`config.mk`:
```
export PLATFORM = sky130hd
export DESIGN_NAME = soc_decerr_responder
export DESIGN_NICKNAME = d
export VERILOG_FILES = /design/src/rtl/soc_decerr_responder_pkg.sv /design/src/rtl/soc_decerr_capture.sv /design/src/rtl/soc_decerr_responder.sv
export SDC_FILE = /design/constraint.sdc
export NUM_CORES = 1
export LEC_CHECK = 0
export CORE_UTILIZATION = 36
export CTS_CLUSTER_SIZE = 30
export DETAILED_ROUTE_END_ITERATION = 6
export PLACE_DENSITY_LB_ADDON = 0.15
export SETUP_SLACK_MARGIN = 0.5
export SYNTH_ARGS = -nofsm -noshare
export SYNTH_HDL_FRONTEND = slang
export SYNTH_SLANG_ARGS = --single-unit
```
`constraint.sdc`:
```
create_clock -name clk_i -period 2.55 [get_ports clk_i]
set_clock_uncertainty 0.1 [all_clocks]
set_input_delay 0.3825 -clock clk_i [delete_from_list [all_inputs] [get_ports clk_i]]
set_output_delay 0.3825 -clock clk_i [all_outputs]
set_load 0.02 [all_outputs]
```
`src/rtl/soc_decerr_responder_pkg.sv`:
```
// Shared constants and state types for the SoC decode-error responder.
package soc_decerr_responder_pkg;

  // AXI DECERR response code.
  localparam logic [1:0] AxiRespDecErr = 2'b11;

  // Recognisable read-data pattern returned on every R beat.
  localparam logic [63:0] DecErrData = 64'hBADC_AB1E_BADC_AB1E;

  // ID width on crossbar master ports (5 + clog2 of 4 slave ports).
  localparam int unsigned IdWidthSlave = 7;

  // PLIC source index wired to irq_o.
  localparam int unsigned PlicSrcDecErr = 12;

  typedef enum logic [1:0] {
    WIdle,
    WDrain,
    WResp
  } w_state_e;

  typedef enum logic [0:0] {
    RIdle,
    RData
  } r_state_e;

endpackage

```
`src/rtl/soc_decerr_capture.sv`:
```
// First-error address capture plus saturating error counter with clear.
module soc_decerr_capture
  import soc_decerr_responder_pkg::*;
#(
  parameter int unsigned AddrWidth = 64,
  parameter int unsigned CntWidth  = 16
) (
  input  logic                 clk_i,
  input  logic                 rst_ni,
  input  logic                 clr_i,
  input  logic                 aw_hs_i,
  input  logic [AddrWidth-1:0] aw_addr_i,
  input  logic                 ar_hs_i,
  input  logic [AddrWidth-1:0] ar_addr_i,
  output logic [AddrWidth-1:0] err_addr_o,
  output logic                 err_is_write_o,
  output logic                 err_valid_o,
  output logic [CntWidth-1:0]  err_cnt_o
);

  localparam int unsigned SumWidth = CntWidth + 1;

  logic [AddrWidth-1:0] addr_q, addr_d;
  logic                 is_write_q, is_write_d;
  logic                 valid_q, valid_d;
  logic [CntWidth-1:0]  cnt_q, cnt_d;

  logic                 base_valid;
  logic [CntWidth-1:0]  base_cnt;
  logic [1:0]           inc;
  logic [SumWidth-1:0]  sum;

  // Clear acts first so a same-cycle handshake lands on an empty capture.
  always_comb begin
    base_valid = clr_i ? 1'b0 : valid_q;
    base_cnt   = clr_i ? '0 : cnt_q;
    inc        = {1'b0, aw_hs_i} + {1'b0, ar_hs_i};
    sum        = {1'b0, base_cnt} + SumWidth'(inc);

    valid_d    = base_valid;
    addr_d     = clr_i ? '0 : addr_q;
    is_write_d = clr_i ? 1'b0 : is_write_q;
    if (!base_valid && (aw_hs_i || ar_hs_i)) begin
      valid_d    = 1'b1;
      // AW wins when both channels hand shake together.
      addr_d     = aw_hs_i ? aw_addr_i : ar_addr_i;
      is_write_d = aw_hs_i;
    end

    cnt_d = sum[CntWidth] ? {CntWidth{1'b1}} : sum[CntWidth-1:0];
  end

  // Capture and counter registers.
  always_ff @(posedge clk_i) begin
    if (!rst_ni) begin
      addr_q     <= '0;
      is_write_q <= 1'b0;
      valid_q    <= 1'b0;
      cnt_q      <= '0;
    end else begin
      addr_q     <= addr_d;
      is_write_q <= is_write_d;
      valid_q    <= valid_d;
      cnt_q      <= cnt_d;
    end
  end

  assign err_addr_o     = addr_q;
  assign err_is_write_o = is_write_q;
  assign err_valid_o    = valid_q;
  assign err_cnt_o      = cnt_q;

endmodule

```
`src/rtl/soc_decerr_responder.sv`:
```
// AXI4 default slave: drains writes, answers every burst with DECERR and
// records the first offending address for software.
module soc_decerr_responder
  import soc_decerr_responder_pkg::*;
#(
  parameter int unsigned          IdWidth   = IdWidthSlave,
  parameter int unsigned          AddrWidth = 64,
  parameter int unsigned          DataWidth = 64,
  parameter logic [DataWidth-1:0] ErrData   = DataWidth'(DecErrData),
  parameter int unsigned          CntWidth  = 16
) (
  input  logic                 clk_i,
  input  logic                 rst_ni,
  input  logic [IdWidth-1:0]   aw_id_i,
  input  logic [AddrWidth-1:0] aw_addr_i,
  input  logic                 aw_valid_i,
  output logic                 aw_ready_o,
  input  logic                 w_last_i,
  input  logic                 w_valid_i,
  output logic                 w_ready_o,
  output logic [IdWidth-1:0]   b_id_o,
  output logic [1:0]           b_resp_o,
  output logic                 b_valid_o,
  input  logic                 b_ready_i,
  input  logic [IdWidth-1:0]   ar_id_i,
  input  logic [AddrWidth-1:0] ar_addr_i,
  input  logic [7:0]           ar_len_i,
  input  logic                 ar_valid_i,
  output logic                 ar_ready_o,
  output logic [IdWidth-1:0]   r_id_o,
  output logic [DataWidth-1:0] r_data_o,
  output logic [1:0]           r_resp_o,
  output logic                 r_last_o,
  output logic                 r_valid_o,
  input  logic                 r_ready_i,
  input  logic                 err_clr_i,
  output logic [AddrWidth-1:0] err_addr_o,
  output logic                 err_is_write_o,
  output logic                 err_valid_o,
  output logic [CntWidth-1:0]  err_cnt_o,
  output logic                 irq_o
);

  w_state_e           w_state_q, w_state_d;
  r_state_e           r_state_q, r_state_d;
  logic [IdWidth-1:0] b_id_q, b_id_d;
  logic [IdWidth-1:0] r_id_q, r_id_d;
  logic [7:0]         len_q, len_d;
  logic [7:0]         beat_q, beat_d;

  logic aw_hs, ar_hs;

  assign aw_hs = aw_valid_i && aw_ready_o;
  assign ar_hs = ar_valid_i && ar_ready_o;

  // Write channel: accept AW, swallow W beats up to last, then return B.
  always_comb begin
    w_state_d  = w_state_q;
    b_id_d     = b_id_q;
    aw_ready_o = 1'b0;
    w_ready_o  = 1'b0;
    b_valid_o  = 1'b0;
    unique case (w_state_q)
      WIdle: begin
        aw_ready_o = 1'b1;
        if (aw_valid_i) begin
          b_id_d    = aw_id_i;
          w_state_d = WDrain;
        end
      end
      WDrain: begin
        w_ready_o = 1'b1;
        if (w_valid_i && w_last_i) begin
          w_state_d = WResp;
        end
      end
      WResp: begin
        b_valid_o = 1'b1;
        if (b_ready_i) begin
          w_state_d = WIdle;
        end
      end
      default: w_state_d = WIdle;
    endcase
  end

  // Read channel: accept AR, stream len+1 error beats.
  always_comb begin
    r_state_d  = r_state_q;
    r_id_d     = r_id_q;
    len_d      = len_q;
    beat_d     = beat_q;
    ar_ready_o = 1'b0;
    r_valid_o  = 1'b0;
    r_last_o   = 1'b0;
    unique case (r_state_q)
      RIdle: begin
        ar_ready_o = 1'b1;
        if (ar_valid_i) begin
          r_id_d    = ar_id_i;
          len_d     = ar_len_i;
          beat_d    = '0;
          r_state_d = RData;
        end
      end
      RData: begin
        r_valid_o = 1'b1;
        r_last_o  = (beat_q == len_q);
        if (r_ready_i) begin
          beat_d = beat_q + 8'd1;
          if (r_last_o) begin
            r_state_d = RIdle;
          end
        end
      end
      default: r_state_d = RIdle;
    endcase
  end

  // Channel state and latched transaction attributes.
  always_ff @(posedge clk_i) begin
    if (!rst_ni) begin
      w_state_q <= WIdle;
      r_state_q <= RIdle;
      b_id_q    <= '0;
      r_id_q    <= '0;
      len_q     <= '0;
      beat_q    <= '0;
    end else begin
      w_state_q <= w_state_d;
      r_state_q <= r_state_d;
      b_id_q    <= b_id_d;
      r_id_q    <= r_id_d;
      len_q     <= len_d;
      beat_q    <= beat_d;
    end
  end

  assign b_id_o   = b_id_q;
  assign b_resp_o = AxiRespDecErr;
  assign r_id_o   = r_id_q;
  assign r_resp_o = AxiRespDecErr;
  assign r_data_o = ErrData;

  soc_decerr_capture #(
    .AddrWidth (AddrWidth),
    .CntWidth  (CntWidth)
  ) u_capture (
    .clk_i          (clk_i),
    .rst_ni         (rst_ni),
    .clr_i          (err_clr_i),
    .aw_hs_i        (aw_hs),
    .aw_addr_i      (aw_addr_i),
    .ar_hs_i        (ar_hs),
    .ar_addr_i      (ar_addr_i),
    .err_addr_o     (err_addr_o),
    .err_is_write_o (err_is_write_o),
    .err_valid_o    (err_valid_o),
    .err_cnt_o      (err_cnt_o)
  );

  assign irq_o = err_valid_o;

endmodule
```
# After elaboration in Yosys (flattened, before gate mapping)
# Cells that the tools add are included.
dict set report word_totals {
  out_inout_bits 171
  regBits 115
  word_cells 60
}
dict set report op_classes {
  n_eq_ne 8
  bitwise_logic 1
  n_addsub 3
  muxes 26
  n_reduce_logical 12
}
# cell n
set op_table {}
lappend op_table {{64-bit 2-to-1 mux} 3}
lappend op_table {{16-bit 2-to-1 mux} 2}
lappend op_table {{16-bit by 2-bit adder with 17-bit output} 1}
lappend op_table {{8-bit 2-to-1 mux} 2}
lappend op_table {{8-bit case mux with 2 select lines} 1}
lappend op_table {{1-bit 2-to-1 mux} 13}
lappend op_table {{2-bit != test, second input constant} 5}
lappend op_table {{8-bit by 1-bit adder with 8-bit output, second input constant} 1}
lappend op_table {{8-bit == test} 1}
lappend op_table {{2-bit 2-to-1 mux} 3}
lappend op_table {{2-bit case mux with 3 select lines} 1}
lappend op_table {{2-bit AND reduction} 3}
lappend op_table {{1-bit logical AND} 4}
lappend op_table {{3-bit AND reduction} 1}
lappend op_table {{1-bit by 1-bit adder with 2-bit output} 1}
lappend op_table {{2-bit by 1-bit == test with 1-bit output, second input constant} 1}
lappend op_table {{2-bit == test, second input constant} 1}
lappend op_table {{2-bit logical NOT} 1}
lappend op_table {{1-bit case mux with 2 select lines} 1}
lappend op_table {{2-bit nonzero test} 1}
lappend op_table {{1-bit logical NOT} 1}
lappend op_table {{1-bit logical OR} 1}
lappend op_table {{1-bit NOT} 1}

# Longest topological paths before layout
# Gate-level depths: netlist of run 1.
dict set report logic_depth {
  ltp_word 6
  depth_mapped 11
  mapped_depth_nobuf 8
}

# Modules after synthesis
# A second synthesis of run 1 with hierarchy kept.
dict set report unflattened {
  cells_unflattened 694
  area_unflattened_um2 6082.1
}
# mod cells_each area_per_inst_um2 n_inst seq_area_each_um2
set modules_own_cells {}
lappend modules_own_cells {soc_decerr_capture 459 4142.7 1 1641.6}
lappend modules_own_cells {soc_decerr_responder 235 1939.4 1 660.6}

# Least setup slack after synthesis of run 1
# No wires, ideal clock.
dict set report synth_timing {
  path_type {reg2reg}
  startpoint {register r_state_q}
  endpoint {register u_capture.cnt_q[2], in the netlist u_capture.err_cnt_o[2]}
  arrival_time_ns 2.594
  path_slack_ns -0.258
  stages_incl_launch_ff 12
  setup_time_ns 0.115
  cell_sequence {dfxtp_1 > clkbuf_2 > nand2b_2 > clkinv_1 > buf_1 > fa_1 > ha_1 > nand3_1 > nor3_1 > and2_1 > buf_2 > o21a_1}
}
dict set report synth_between {
  elab_chain_cells 5
}
# item line
set synth_lines {}
lappend synth_lines {{start, declared} soc_decerr_responder.sv:45} ;# r_state_e r_state_q, r_state_d;
lappend synth_lines {{start signal, assigned} soc_decerr_responder.sv:124} ;# r_state_q <= RIdle;
lappend synth_lines {{start signal, assigned} soc_decerr_responder.sv:131} ;# r_state_q <= r_state_d;
lappend synth_lines {{1-bit 2-to-1 mux} soc_decerr_responder.sv:96} ;# unique case (r_state_q)
lappend synth_lines {{1-bit logical AND} soc_decerr_responder.sv:54} ;# assign ar_hs = ar_valid_i && ar_ready_o;
lappend synth_lines {{via ar_hs} soc_decerr_responder.sv:51} ;# logic aw_hs, ar_hs;
lappend synth_lines {{1-bit by 1-bit adder with 2-bit output} soc_decerr_capture.sv:37} ;# inc = {1'b0, aw_hs_i} + {1'b0, ar_hs_i};
lappend synth_lines {{16-bit by 2-bit adder with 17-bit output} soc_decerr_capture.sv:38} ;# sum = {1'b0, base_cnt} + SumWidth'(inc);
lappend synth_lines {{16-bit 2-to-1 mux} soc_decerr_capture.sv:50} ;# cnt_d = sum[CntWidth] ? {CntWidth{1'b1}} : sum[CntWidth-1:0];
lappend synth_lines {{end signal, assigned} soc_decerr_capture.sv:64} ;# cnt_q <= cnt_d;
lappend synth_lines {{end, declared} soc_decerr_capture.sv:26} ;# logic [CntWidth-1:0] cnt_q, cnt_d;
# The timed path passes the listed nets, and every way through them passes these cells.
# A chain may end at the register's enable or synchronous reset.

# Worst setup path in the final report of run 1
dict set report layout_timing {
  startpoint {register w_state_q[0]}
  endpoint {register u_capture.cnt_q[12], in the netlist u_capture.err_cnt_o[12]}
}
dict set report layout_between {
  elab_chain_cells 6
}
# item line
set layout_lines {}
lappend layout_lines {{start, declared} soc_decerr_responder.sv:44} ;# w_state_e w_state_q, w_state_d;
lappend layout_lines {{start signal, assigned} soc_decerr_responder.sv:123} ;# w_state_q <= WIdle;
lappend layout_lines {{start signal, assigned} soc_decerr_responder.sv:130} ;# w_state_q <= w_state_d;
lappend layout_lines {{2-bit logical NOT} soc_decerr_responder.sv:63} ;# unique case (w_state_q)
lappend layout_lines {{1-bit 2-to-1 mux} soc_decerr_responder.sv:63}
lappend layout_lines {{1-bit logical AND} soc_decerr_responder.sv:53} ;# assign aw_hs = aw_valid_i && aw_ready_o;
lappend layout_lines {{1-bit by 1-bit adder with 2-bit output} soc_decerr_capture.sv:37}
lappend layout_lines {{16-bit by 2-bit adder with 17-bit output} soc_decerr_capture.sv:38}
lappend layout_lines {{16-bit 2-to-1 mux} soc_decerr_capture.sv:50}
# No other way between the ends.

==> results of run 1 <==
## metrics by stage
stage / std cells / TNS (ns) / hold slack [ns] / power [mW]
3_5_place_dp: 1171 / -17.38 / 0.346 / 3.34
2_1_floorplan: 781 / 0 / 0.350 / 2.82
5_1_grt: 1206 / 0 / 0.368 / 5.88
3_3_place_gp: 1171 / -15.09 / 0.343 / 3.34
4_1_cts: 1204 / 0 / 0.354 / 5.69
6_report: 1206 / 0 / 0.354 / 5.62
## final timing paths
| kind | start | endpoint | slack [ns] | cells past startpoint |
|---|---|---|---|---|
| max reg2reg | w_state_q[0] | u_capture.err_cnt_o[12] | 0.34 | 8 |
| min reg2reg | r_id_o[2] | r_id_o[2] | 0.35 | 2 |
| max | w_state_q[0] | u_capture.err_cnt_o[12] | 0.34 | 8 |
| min | r_id_o[2] | r_id_o[2] | 0.35 | 2 |
## state kept, by name (all words and copies together) (netlist names), 2 cells and up
register              flops
w_state_q                 2
u_capture.err_cnt_o      16
b_id_o                    7
len_q                     8
u_capture.err_addr_o     64
r_id_o                    7
beat_q                    8
## layout by cell type, fill, tap and decap left out, types with 3 or more instances in the layout
cell type	instances
clkdlybuf4s50_1	251
nand2_1	127
dfxtp_1	108
a21oi_1	87
conb_1	68
mux2_2	61
nand3b_1	59
buf_4	24
clkbuf_16	17
nor2_1	15
o21a_1	15
xnor2_1	13
nor2b_1	7
nand3_1	7
o21ai_0	7
buf_12	7
inv_1	6
nand2b_1	6
nor3b_1	6
dfxtp_2	6
clkbuf_8	6
nand4_1	5
dlymetal6s2s_1	5
clkinv_2	4
nor3_1	4
a21boi_0	3
dlygate4sd2_1	3
## logic make-up (layout without fill, tap and decap cells)
| kind of cell | Yosys count | after routing | share of synthesized area, % |
|---|---|---|---|
| AND/OR/NAND/NOR | 260 | 260 | 22.0 |
| AO/OA/AOI/OAI | 130 | 130 | 12.2 |
| buffers and inverters | 127 | 332 | 13.8 |
| flip-flops | 115 | 115 | 37.5 |
| multiplexers | 62 | 62 | 11.4 |
| XOR/XNOR | 16 | 16 | 2.28 |
| adder cells (fa/ha/maj) | 3 | 3 | 0.734 |
| other | 2 | 68 | 0.122 |
## layer usage
metal | share of wire (%) | GRT usage [%] | vias to the layer above
met5 | 0 | 0 | -
met4 | 1.4 | 7.02 | 0
met3 | 6.1 | 5.79 | 16
met2 | 50 | 35.6 | 202
met1 | 43 | 24.0 | 2655
li1 | - | - | 2822
## cell type report
type | instances | area, µm²
repair buffers | 294 | 2960
clock buffers | 24 | 502
clock inverters | 5 | 75.1
fillers | 1527 | 7090
multi-input cells | 539 | 3390
inverters | 9 | 40.0
well taps | 220 | 275
flip-flops and latches | 115 | 2310
## critical path, stage by stage, from the launching register on
cell	delay [ns]
dfxtp_2	0.32
or3b_4	0.42
clkinv_4	0.07
fa_2	0.23
ha_4	0.16
nand3_4	0.09
or4_4	0.55
nor2_4	0.11
a211oi_2	0.05
## report_power, final
part | internal (mW) | switching [mW]
Sequential | 1.92 | 0.0633
Combinational | 0.671 | 0.654
Clock | 1.54 | 0.774
## timing repair
item | in CTS | in global routing
gates resized for setup | 20 | 30
setup buffers | 4 | 2
endpoints found under the setup margin | 83 | 86
cloned | 0 | 0
hold endpoints to repair | 0 | 0
pin swaps | 10 | 11
==> impl_metrics.env, run 1 <==
export IMPL_status="finished clean"
export IMPL_clockRootBuffer="clkbuf_16"
export IMPL_synth_seq_cells=115
export IMPL_area_growth_pct=55.6
export IMPL_avgViaCountPerCell=4.72
export IMPL_grt_pass1_wl_mm=28.2
export IMPL_dr_total_vias=5695
export IMPL_hold_viol=0
export IMPL_synth_top_area_cell="dfxtp_1"
export IMPL_hp_class="reg -> reg"
export IMPL_clk_pin_slew_worst_paths_ns=0.05
export IMPL_syn_area_um2=6140
export IMPL_place_congestion=0.767
export IMPL_rsz0062_at_grt="true"
export IMPL_cts_tree="built"
export IMPL_required_ns=2.74
export IMPL_stdcell_area_um2=9560
export IMPL_setup_ws_ns=0.338
export IMPL_die_h_um=133
export IMPL_synth_seq_area_share_pct=37.5
export IMPL_hold_buffers=0
export IMPL_max_freq_ghz=0.452
export IMPL_clock_sinks=115
export IMPL_clk_latency_ns=0.41
export IMPL_async_flop_share_pct=0
export IMPL_post_route_util_pct=57.4
export IMPL_critPathLaunchType="flip-flop"
export IMPL_ir_drop_uv=411
export IMPL_cap_violations=0
export IMPL_drtIter0Drc=247
export IMPL_cts_buffer_depth=2
export IMPL_htree_levels=4
export IMPL_crit_fanout=4
export IMPL_ys_types=52
export IMPL_core_um2=16600
export IMPL_routed_wirelength_mm=18.0
export IMPL_syn_inst=715
export IMPL_finalCritPeriodShare_pct=86.7
export IMPL_ys_warn_count=0
export IMPL_max_slew_margin_pct=46.3
export IMPL_place_worst_setup_slack_ns=-0.302
export IMPL_p_leak_nw=3.69
export IMPL_ant_nets=0
export IMPL_start_util_pct=36.9
export IMPL_min_period_ns=2.21
export IMPL_wl_per_cell_um=14.9
export IMPL_post_dp_cell_area_um2=8790
export IMPL_gr_total_overflow=0
export IMPL_numPortBuffers=261
export IMPL_layout_drive_gt1_share_pct=16.1
export IMPL_diodes=0
export IMPL_synth_most_common_cell="nand2_1"
export IMPL_place_detailed_hpwl_mm=12.3
export IMPL_antenna_found_initial=0
export IMPL_grt_pass1_vias=5427
export IMPL_netlist_top_cells_area="dfxtp_1 37%, mux2_2 11%, buf_4 8.8%"
export IMPL_rows=47
export IMPL_synth_edf_count=0
export IMPL_die_area_um2=17600
export IMPL_grt_max_degree=75
export IMPL_synth_common_cells="127 x nand2_1, 115 x dfxtp_1, 89 x a21oi_1, 72 x buf_4, 61 x mux2_2"
export IMPL_worst_setup_path_end_kind="flip-flop"
export IMPL_io_pins=330
export IMPL_arrival_ns=2.40
export IMPL_power_density_nw_per_um2=588
export IMPL_tightest_slew_ns=0.805
export IMPL_netlist_area_leader_share_pct=37.5
export IMPL_drv_slew=0
export IMPL_synthFlopType="dfxtp_1"
export IMPL_synth_avg_cell_area_um2=8.59
export IMPL_cts_buffers=17
export IMPL_die_w_um=133
export IMPL_track_usage_pct=20.5
export IMPL_setup_viol=0
export IMPL_fin_nets=1138
export IMPL_first_pass_iters=4
export IMPL_critPathKind="reg -> reg"
export IMPL_drc_errors=0
Power figures use the tool's default switching activity.
==> inputs of run 2 (changes only) <==
Settings changed: CAP_MARGIN set to 30.
==> results of run 2 <==
The final DEF is identical to that of run 1; final timing and power are the same.
